**src/rtl/arith_unit.sv**
```systemverilog
// Fixed-point arithmetic unit: combinational saturating ADD/SUB/MUL and a
// multi-cycle restoring divider whose quotient is held for the data bank.
module arith_unit #(
  parameter int W    = 16,
  parameter int FRAC = 8
) (
  input  logic         clk,
  input  logic         rst_n,
  input  logic [1:0]   op,
  input  logic         start,
  input  logic [W-1:0] a,
  input  logic [W-1:0] b,
  output logic [W-1:0] result,
  output logic         done,
  output logic         busy,
  output logic         ovf,
  output logic         dz
);

  localparam int N  = W + FRAC;
  localparam int CW = $clog2(N);
  localparam logic [CW-1:0] LAST      = CW'(N - 1);
  localparam logic [W-1:0]  MAX_POS   = {1'b0, {(W-1){1'b1}}};
  localparam logic [W-1:0]  MIN_NEG   = {1'b1, {(W-1){1'b0}}};
  localparam logic [N-1:0]  MAX_POS_N = {{FRAC{1'b0}}, MAX_POS};
  localparam logic [N-1:0]  MIN_NEG_N = {{FRAC{1'b0}}, MIN_NEG};

  typedef enum logic [1:0] {IDLE, BUSY, DONE} state_t;

  state_t        state_reg, state_next;
  logic [CW-1:0] count_reg;
  logic [N-1:0]  dvd_reg;
  logic [W-1:0]  rem_reg;
  logic [W-1:0]  dvs_reg;
  logic [W-1:0]  quot_reg;
  logic          neg_reg, a_neg_reg, bz_reg, ovf_div_reg, dz_reg;

  // Combinational ADD/SUB/MUL with one guard bit / full-width product
  logic signed [W:0]     sum_full, diff_full;
  logic signed [2*W-1:0] prod_full, prod_shr;

  assign sum_full  = $signed({a[W-1], a}) + $signed({b[W-1], b});
  assign diff_full = $signed({a[W-1], a}) - $signed({b[W-1], b});
  assign prod_full = $signed({{W{a[W-1]}}, a}) * $signed({{W{b[W-1]}}, b});
  assign prod_shr  = prod_full >>> FRAC;

  always_comb begin
    result = quot_reg;
    ovf    = ovf_div_reg;
    case (op)
      2'b00: begin
        ovf    = (sum_full[W] != sum_full[W-1]);
        result = ovf ? (sum_full[W] ? MIN_NEG : MAX_POS) : sum_full[W-1:0];
      end
      2'b01: begin
        ovf    = (diff_full[W] != diff_full[W-1]);
        result = ovf ? (diff_full[W] ? MIN_NEG : MAX_POS) : diff_full[W-1:0];
      end
      2'b10: begin
        ovf    = (prod_shr[2*W-1:W-1] != {(W+1){prod_shr[2*W-1]}});
        result = ovf ? (prod_shr[2*W-1] ? MIN_NEG : MAX_POS) : prod_shr[W-1:0];
      end
      default: ;
    endcase
  end

  // Restoring divider datapath: dividend register shifts quotient bits in at the LSB
  logic [W-1:0] a_mag, b_mag;
  logic [W:0]   rem_shift, rem_diff, rem_next;
  logic         q_bit, rem_unused;
  logic [N-1:0] dvd_next;
  logic [W-1:0] quot_fin;
  logic         ovf_fin;
  logic         launch;

  assign a_mag      = a[W-1] ? (~a + W'(1)) : a;
  assign b_mag      = b[W-1] ? (~b + W'(1)) : b;
  assign rem_shift  = {rem_reg, dvd_reg[N-1]};
  assign q_bit      = (rem_shift >= {1'b0, dvs_reg});
  assign rem_diff   = rem_shift - {1'b0, dvs_reg};
  assign rem_next   = q_bit ? rem_diff : rem_shift;
  // remainder stays below the divisor, so the top bit is always zero
  assign rem_unused = rem_next[W];
  assign dvd_next   = {dvd_reg[N-2:0], q_bit};
  assign launch     = (state_reg == IDLE) && start && (op == 2'b11);

  always_comb begin
    quot_fin = dvd_next[W-1:0];
    ovf_fin  = 1'b0;
    if (bz_reg) begin
      quot_fin = a_neg_reg ? MIN_NEG : MAX_POS;
      ovf_fin  = 1'b1;
    end else if (neg_reg) begin
      if (dvd_next > MIN_NEG_N) begin
        quot_fin = MIN_NEG;
        ovf_fin  = 1'b1;
      end else begin
        quot_fin = ~dvd_next[W-1:0] + W'(1);
      end
    end else if (dvd_next > MAX_POS_N) begin
      quot_fin = MAX_POS;
      ovf_fin  = 1'b1;
    end
  end

  always_ff @(posedge clk or negedge rst_n) begin
    if (!rst_n) begin
      state_reg <= IDLE;
    end else begin
      state_reg <= state_next;
    end
  end

  // DONE never looks at start, so a held start cannot relaunch on the done cycle
  always_comb begin
    state_next = state_reg;
    busy       = 1'b0;
    done       = 1'b0;
    case (state_reg)
      IDLE: if (launch) state_next = BUSY;
      BUSY: begin
        busy = 1'b1;
        if (count_reg == LAST) state_next = DONE;
      end
      DONE: begin
        done       = 1'b1;
        state_next = IDLE;
      end
      default: state_next = IDLE;
    endcase
  end

  always_ff @(posedge clk or negedge rst_n) begin
    if (!rst_n) begin
      count_reg   <= '0;
      dvd_reg     <= '0;
      rem_reg     <= '0;
      dvs_reg     <= '0;
      quot_reg    <= '0;
      neg_reg     <= 1'b0;
      a_neg_reg   <= 1'b0;
      bz_reg      <= 1'b0;
      ovf_div_reg <= 1'b0;
      dz_reg      <= 1'b0;
    end else if (launch) begin
      count_reg <= '0;
      dvd_reg   <= {a_mag, {FRAC{1'b0}}};
      rem_reg   <= '0;
      dvs_reg   <= b_mag;
      neg_reg   <= a[W-1] ^ b[W-1];
      a_neg_reg <= a[W-1];
      bz_reg    <= (b == '0);
      dz_reg    <= 1'b0;
    end else if (state_reg == BUSY) begin
      count_reg <= count_reg + CW'(1);
      dvd_reg   <= dvd_next;
      rem_reg   <= rem_next[W-1:0];
      if (count_reg == LAST) begin
        quot_reg    <= quot_fin;
        ovf_div_reg <= ovf_fin;
        dz_reg      <= bz_reg;
      end
    end
  end

  assign dz = dz_reg;

endmodule

```
**config.mk**
```make
export PLATFORM = sky130hd
export DESIGN_NAME = arith_unit
export DESIGN_NICKNAME = d
export VERILOG_FILES = /design/src/rtl/arith_unit.sv
export SDC_FILE = /design/constraint.sdc
export NUM_CORES = 1
export LEC_CHECK = 0
export CAP_MARGIN = 20
export CORE_ASPECT_RATIO = 1.5
export CORE_MARGIN = 2
export CORE_UTILIZATION = 43
export DETAILED_ROUTE_END_ITERATION = 6
export PLACE_DENSITY_LB_ADDON = 0.1
export SETUP_SLACK_MARGIN = 0.15
export SLEW_MARGIN = 20
export SYNTH_ARGS = -nofsm -noshare
export SYNTH_HDL_FRONTEND = slang
export SYNTH_SLANG_ARGS = --single-unit
```
**constraint.sdc**
```tcl
create_clock -name clk -period 14.2 [get_ports clk]
set_input_delay 3.55 -clock clk [delete_from_list [all_inputs] [get_ports clk]]
set_output_delay 3.55 -clock clk [all_outputs]
set_load 0.01 [all_outputs]
```
* Yosys cells after proc, flatten, opt, wreduce, memory -nomap -nowiden
Index checks and enable logic that the tools add are counted.
** Operators by class
- $add $sub $neg :: 7
- Multiply operators :: 1
- $lt $le $gt $ge :: 3
- Equal/unequal tests :: 11
- Mux-type cells :: 34
- Bitwise gates (word level) :: 5
- Reduce and logical (&&, ||, !) cells :: 10
** Operators by type and width (count)
- 2-to-1 mux 16 bit :: 16
- adder 16 x 1 -> 16 bit (second input constant) :: 3
- 2-to-1 mux 24 bit :: 2
- NOT 16 bit :: 3
- one-hot mux 16 bit (3 select lines) :: 1
- multiplier 16 x 16 -> 32 bit :: 1
- greater-than comparator 24 x 15 -> 1 bit (second input constant) :: 1
- greater-than comparator 24 x 16 -> 1 bit (second input constant) :: 1
- adder 16 x 16 -> 17 bit :: 1
- >= comparator 17 x 16 -> 1 bit :: 1
- subtractor 16 x 16 -> 17 bit :: 1
- logical NOT 16 bit :: 1
- subtractor 16 bit :: 1
- 2-to-1 mux 5 bit :: 2
- 2-to-1 mux 1 bit :: 9
- != test 8 bit :: 1
- == test 2 bit (second input constant) :: 3
- adder 5 x 1 -> 5 bit (second input constant) :: 1
- == test 5 bit (second input constant) :: 1
- == test 2 x 1 -> 1 bit (second input constant) :: 2
- logical NOT 2 bit :: 2
- 2-to-1 mux 2 bit :: 2
- != test 2 bit (second input constant) :: 2
- one-hot mux 2 bit (2 select lines) :: 1
- 8 further kinds :: 12
** Word-level totals
- Flip-flop bits (word level) :: 84
- Input bits :: 37
- Output and inout port bits :: 20
- Word-level logic and storage cells :: 82

* Longest topological paths before layout
- Word-level depth :: 6
- Gate-level depth with buffers :: 29
- Depth with buffers taken out :: 25

* Worst setup path after synthesis
Ideal clock, no wire load.
- Path kind :: input port to output port
- Start point :: input a[15]
- End point :: output result[11]
- Arrival :: 10.313 ns
- Required time :: 10.650 ns
- Setup slack :: 0.337 ns
- Stages on the path :: 27
- Buffers on the path :: 4
- Cells stage by stage :: clkbuf_1 > buf_1 > nand2_1 > inv_1 > fa_1 > fa_1 > inv_1 > fa_1 > fa_1 > inv_1 > fa_1 > inv_1 > fa_1 > inv_1 > ha_1 > clkbuf_1 > nand4_1 > nor2_1 > nand3_1 > o311ai_0 > or3_1 > o211ai_2 > nor4b_2 > o2bb2ai_2 > buf_6 > nand4_1 > a21oi_1
** Between the ends
- Word-level cells in the longest chain between the ends :: 4
- Elaborated cells on any way between the ends :: 13
- Those cells by class :: add/sub (2); mul (1); eq/ne (3); mux (7)
** Ends and longest elaborated chain
- start: declaration :: RTL line 11 : input logic [W-1:0] a,
- multiplier 16 x 16 -> 32 bit, or another cell as far along :: RTL line 44 : assign prod_full = $signed({{W{a[W-1]}}, a}) * $signed({{W{b[W-1]}}, b});
- != test 8 bit, or another cell as far along :: RTL line 60 : ovf = (prod_shr[2*W-1:W-1] != {(W+1){prod_shr[2*W-1]}});
- 2-to-1 mux 16 bit (on tied branches) :: RTL line 61, 53, 57
- one-hot mux 16 bit (3 select lines) (*) :: RTL line 50 : case (op)
- end: declaration :: RTL line 13 : output logic [W-1:0] result,
Mark *: on every way between the ends. The rest lies on a longest branch, timed or not.

* Worst setup path after layout
- Start point :: input a[9]
- End point :: output ovf
** Between the ends
- Word-level cells in the longest chain between the ends :: 3
- Elaborated cells on any way between the ends :: 7
- Those cells by class :: add/sub (2); mul (1); eq/ne (3); mux (1)
** Ends and longest elaborated chain
- multiplier 16 x 16 -> 32 bit, or another cell as far along :: RTL line 44
- != test 8 bit, or another cell as far along :: RTL line 60
- one-hot mux 1 bit (3 select lines) (*) :: RTL line 50
- end: declaration :: RTL line 16 : output logic ovf,
Marked as above.

==> impl_results.md <==
* Remaining Overflow, GRT at 0
* CP endpoint kind: output pin
* Delay-heaviest family, CP: adder cells
* Post-CTS Hold Buffers at 0
* Hold Worst Slack at about 470 ps
* R2R setup slack at around 8200 ps
* Post-synth EDFFs at 0
* R2r worst-path depth at 19
* Clk buf depth at 2
* Die area at approximately 43,000 µm²
* Post-synth top area share at 29.9%
* Synth Register Bits at 84
* Final setup viols at 0
* Post-Route WL at about 60 mm
* Tightest Pin Transition at around 1000 ps
* Syn_nets at about 2.6k
* Vias at about 16k
* Placeable Area at roughly 41,000 µm²
* # DRC at 0
* Fmax achieved at 71.8 MHz
* Starting Density at roughly 43%
* Total GRT Usage at between 20 and 30%
* Clock Skew at 11.6 ps
* Post-DP HPWL at 49.7 mm
* Netlist cell types at 85
* Root Driver: clkbuf_16
* Vert. Die Dim at 252 µm
* WHS Endpoint: dvs_reg[4]$_DFFE_PN0P_
* Die Wd at ~170 µm
* Clk slew on worst S/H paths at 60 ps
* Cells after synthesis at roughly 2.1k
* Clock H-tree levels at 3
* Critical-path top delay cell: fa_1
* First-pass GRT wire length at 95.0 mm
* Fin. max-slew vios at 0
* CP startpoint: a[9]
* CTS buffer count at 9
* Largest register FFs at 24
* Per-cell routed wire length at approximately 21 µm
* Post-DRT Antenna Nets at 0
* Ys Warns at 0
* CP max FO at 7
* Fin crit share at a little over nine tenths
* Io pins at 57
* Worst r2r src: dvs_reg[1]$_DFFE_PN0P_
* Clock latency on the worst-skew pair at ~370 ps
* CTS tree: built
* CP Data Required Time at between 10,000 and 15,000 ps
* Slew headroom at 33.0%
* Worst r2r dst: quot_reg[2]$_DFFE_PN0P_
* WP buf/inv at 10
* Hold Path Depth at 2
* Max stage delay on crit path at 560 ps
* RSZ-0062 raised after global routing: yes
* Post-synth top area cell: fa_1
* Vias in the first global route at around 17k
* Pin count of the biggest net entering global routing at 68
* Fin crit period at between 10,000 and 15,000 ps
* Main area contributors after synthesis: fa_1 30%, dfrtp_1 12%, ha_1 9.3%
* Status: complete, no violations
* Drt pass-1 iters at 6
* IO buf count at 56
* Post-synth design cell area at roughly 18,000 µm²
* Final Hold Fails at 0
* Antenna violations before repair at 1
* Crit path arrival time at approximately 10,000 ps
* FP Rows at between 90 and 100
* Critical path class: primary input to output pin
* Routability cong. at 0.946
* Syn avg cell area at 8.32 µm²
* Startpoint types: primary input
* Hold path startpoint: dvs_reg[4]$_DFFE_PN0P_
* Max_cap viols at 0
* Min-Delay Path Class: flip-flop to flip-flop
* Via density at around 5.5
* Most common cell on crit path: fa_1
* Layout area overhead at 27.2%
* Sequential share of the synthesized area at between 10% and 20%
* # nets final at ~2.8k
* Initial drt markers at 924
* Post-synthesis async set-or-reset flop share at 100%
* Predominant post-synthesis flop cell: dfrtp_1
* Clock net sink count at 84
* Share of cells above drive strength 1 at 23.3%
==> metrics by stage <==
stage / cell area (µm²) / cells / util, % / TNS (ps) / worst slack, ps
after CTS: 21800 / 2896 / 53.3 / 0 / 74.8
final: 22500 / 2933 / 55.1 / 0 / 278
after floorplan: 17700 / 2128 / - / 0 / 337
after detailed placement: 20700 / 2851 / 50.5 / -13050 / -834
after global placement: 20700 / 2851 / 50.5 / -13540 / -871
after global routing: 22500 / 2932 / 55.1 / 0 / 125
==> synthesized netlist by cell type, drive strengths merged (5+ instances only) <==
library cell / number
a211oi: 17
a21o: 23
a21oi: 109
a22o: 22
a22oi: 14
a311oi: 6
a31oi: 14
and2: 97
and3: 8
and4: 5
buf: 15
clkbuf: 90
dfrtp: 84
fa: 264
ha: 132
inv: 404
mux2i: 5
nand2: 216
nand2b: 20
nand3: 23
nand4: 32
nor2: 109
nor2b: 15
nor3: 41
nor4: 11
o211ai: 11
o21a: 8
o21ai: 124
o21bai: 11
o221ai: 5
o311ai: 6
o31ai: 7
o41ai: 9
or2: 5
or3: 14
or4: 6
xnor2: 62
xor2: 31
==> cells by family (layout without fill, tap and decap cells) <==
logic type	count (synthesis)	after routing	synth area share (%)
xor+xnor	93	93	4.64
buf+inv	511	804	11.0
flops	84	84	11.9
other cells	0	1	0
mux	7	7	0.474
fa+ha+maj	396	396	39.2
simple gates	615	615	17.1
compound gates	422	422	15.7
==> per-layer routing <==
layer  track usage [%]  up-vias  routed length, µm
met3              2.05      181               2050
met5                 0        -                  0
li1                  -     7467                  -
met2              54.9      459              33100
met1              31.2     8166              22100
met4              18.7        0               4340
==> final cells by class <==
cell class,instances,area [µm²]
Tap cell,511,639
Sequential cell,84,2100
Antenna cell,1,2.50
Timing Repair Buffer,382,3400
Clock buffer,9,225
Fill cell,3810,18400
Clock inverter,7,90.1
Multi-Input combinational cell,1533,14500
Inverter,406,1540
==> repair_timing <==
item | in CTS | in global routing
setup buffers | 27 | 28
pin swaps | 64 | 105
setup endpoints to repair | 17 | 17
resized for setup | 167 | 193
gates cloned | 2 | 7
==> cell usage in the layout (no fill, tap or decap), types with 18 or more instances in the layout <==
master,n
nand2b_1,19
inv_1,377
a21oi_2,19
a21oi_1,90
ha_4,23
a22o_1,22
buf_12,21
buf_6,26
xnor2_1,58
dfrtp_1,84
xor2_1,31
ha_1,101
clkbuf_2,18
and2_1,90
buf_4,270
nor3_1,28
inv_2,24
nand3_1,19
fa_1,248
nand4_1,32
o21ai_0,113
a21o_1,23
nand2_1,211
nor2_1,99
==> tightest hold or removal path, cell delays in order, from the launching register on <==
cell and delay [ps]:
dfrtp_1 340, nand2_1 40, o21ai_0 50
==> how the worst max path moves through the flow <==
stage                       endpoint  slack (ps)  depth (start not counted)
after global placement     result[6]        -870                         25
final                            ovf         280                         28
after floorplan           result[11]         340                         27
after detailed placement   result[6]        -830                         25
after global routing             ovf         130                         27
after CTS                        ovf          70                         29
Power is left out: the tool's default activity adds up to more than one toggle a clock period on the data nets, which glitch-free logic cannot reach.
==> edit: new RTL, config.mk and constraints unchanged <==
Reset style: synchronous (`rst_n`), changed in 2 clocked blocks.
--- a/src/rtl/arith_unit.sv
+++ b/src/rtl/arith_unit.sv
@@ -105,3 +105,3 @@
 
-  always_ff @(posedge clk or negedge rst_n) begin
+  always_ff @(posedge clk) begin
     if (!rst_n) begin
@@ -132,3 +132,3 @@
 
-  always_ff @(posedge clk or negedge rst_n) begin
+  always_ff @(posedge clk) begin
     if (!rst_n) begin
Function: differs if rst_n is asserted again (counterexample within 4 cycles, from zero or initial values and one cycle with rst_n low); with rst_n held inactive, the same outputs for 10 cycles.
==> edit against the unedited design <==
  * The run now ends with DRC left
  * Sequential cell count stayed put
  * Worst setup slack improved by 0.038 ns
  * Final area fell by 4.2%
  * Synthesized area fell by 2.6%
  * Die area fell by 2.6%
  * Wire length down 2.3%
  * First-iteration DRC count up 2.2%
  * Non-clock buffer count down 12
  * Critical path type unchanged
Power is left out: the tool's default activity adds up to more than one toggle a clock period on the data nets, which glitch-free logic cannot reach.
==> edit: results <==
[run_status]
status = finished with violations
failed_checks = DRC

[global_route]
grt_pass1_wl_mm = 93.0
antenna_found_initial = 0
grt_pass1_vias = 17171
grt_max_degree = 38

[routing]
drcViolationCount = 2
drt-initial-drc-count = 944
firstDrtPassIters = 7
via_per_inst = 5.52
post_drt_wl_per_cell_um = 20.6

[synthesis]
synth_area_leaders = fa_1 31%, dfxtp_1 9.8%, ha_1 9.6%
ys_warn_count = 0
synth-async-reset-ratio = 0
synth_nets = 2573
synth_seq_area_share = 0.0976
synth-main-ff-cell = dfxtp_1
yosysUniqueCellTypes = 83

[critical_path]
critPathArrivalTime_ns = 10.33
cp_max_fo = 7
slowest_stage = fa_1
slowest_delay_ns = 0.57

[placement]
place_congestion = 0.945
place_hpwl_mm = 49.6
place_area_mm2 = 0.0201

[cells_and_area]
layout-drive-gt1-share = 0.203
num_antenna_cells = 0
fillCellCount = 3804
fin_nets = 2847
final_util = 0.547

[sta]
finClkSkew_ns = 0.00957
tightestPinTransition_ns = 1.12

[clock_tree]
cts_buffer_depth = 2
cts_root_buf = clkbuf_16
[edit: cell types whose count changed after synthesis, sizes merged, moves of 23 or more]
cell / delta
nor2: +65
a21oi: -28
dfxtp: +84
dfrtp: -84
a211oi: +23
o21ai: -41
[edit: cell type report]
class,count,area share
Timing Repair Buffer,370,0.149
Tap cell,500,0.0290
Inverter,399,0.0695
Clock inverter,7,0.00284
Clock buffer,9,0.0104
Multi-Input combinational cell,1550,0.661
Sequential cell,84,0.0780
[edit: repair_timing]
action	in CTS	in global routing
setup endpoints to repair	17	17
pin swaps	71	65
gates resized for setup	177	100
hold endpoints to repair	0	0
gates cloned	0	4
buffers inserted	29	16
[edit: path summary, 6_finish.rpt]
path / from / endpoint / slack (ns) / cells after the start
setup / recovery: a[10] / result[6] / 0.32 / 26
hold / removal: dvs_reg[0] / dvs_reg[0] / 0.46 / 2
setup reg to reg: dvs_reg[1] / quot_reg[2] / 8.14 / 19
hold reg to reg: dvs_reg[0] / dvs_reg[0] / 0.46 / 2
[edit: stage by stage]
step	std cells	setup slack (ns)
after floorplan	2140	0.216
after global placement	2854	-0.653
after detailed placement	2854	-0.734
after CTS	2899	0.150
after global routing	2919	0.107
final	2919	0.316
[edit: cell families after synthesis]
family                     share of synthesized area
AOI/OAI and AO/OA                              0.158
xor gates and xnor gates                      0.0437
adders and majority gates                      0.404
buffers and inverters                          0.111
DFF                                           0.0976
muxes                                        0.00465
and+or+nand+nor                                0.182
[edit: per-layer routing]
layer | up-vias | GRT usage | share of wire
met4 | 0 | 0.195 | 0.079
met1 | 7931 | 0.301 | 0.36
met5 | - | 0 | 0
met2 | 509 | 0.549 | 0.53
met3 | 200 | 0.0238 | 0.036
li1 | 7465 | - | -
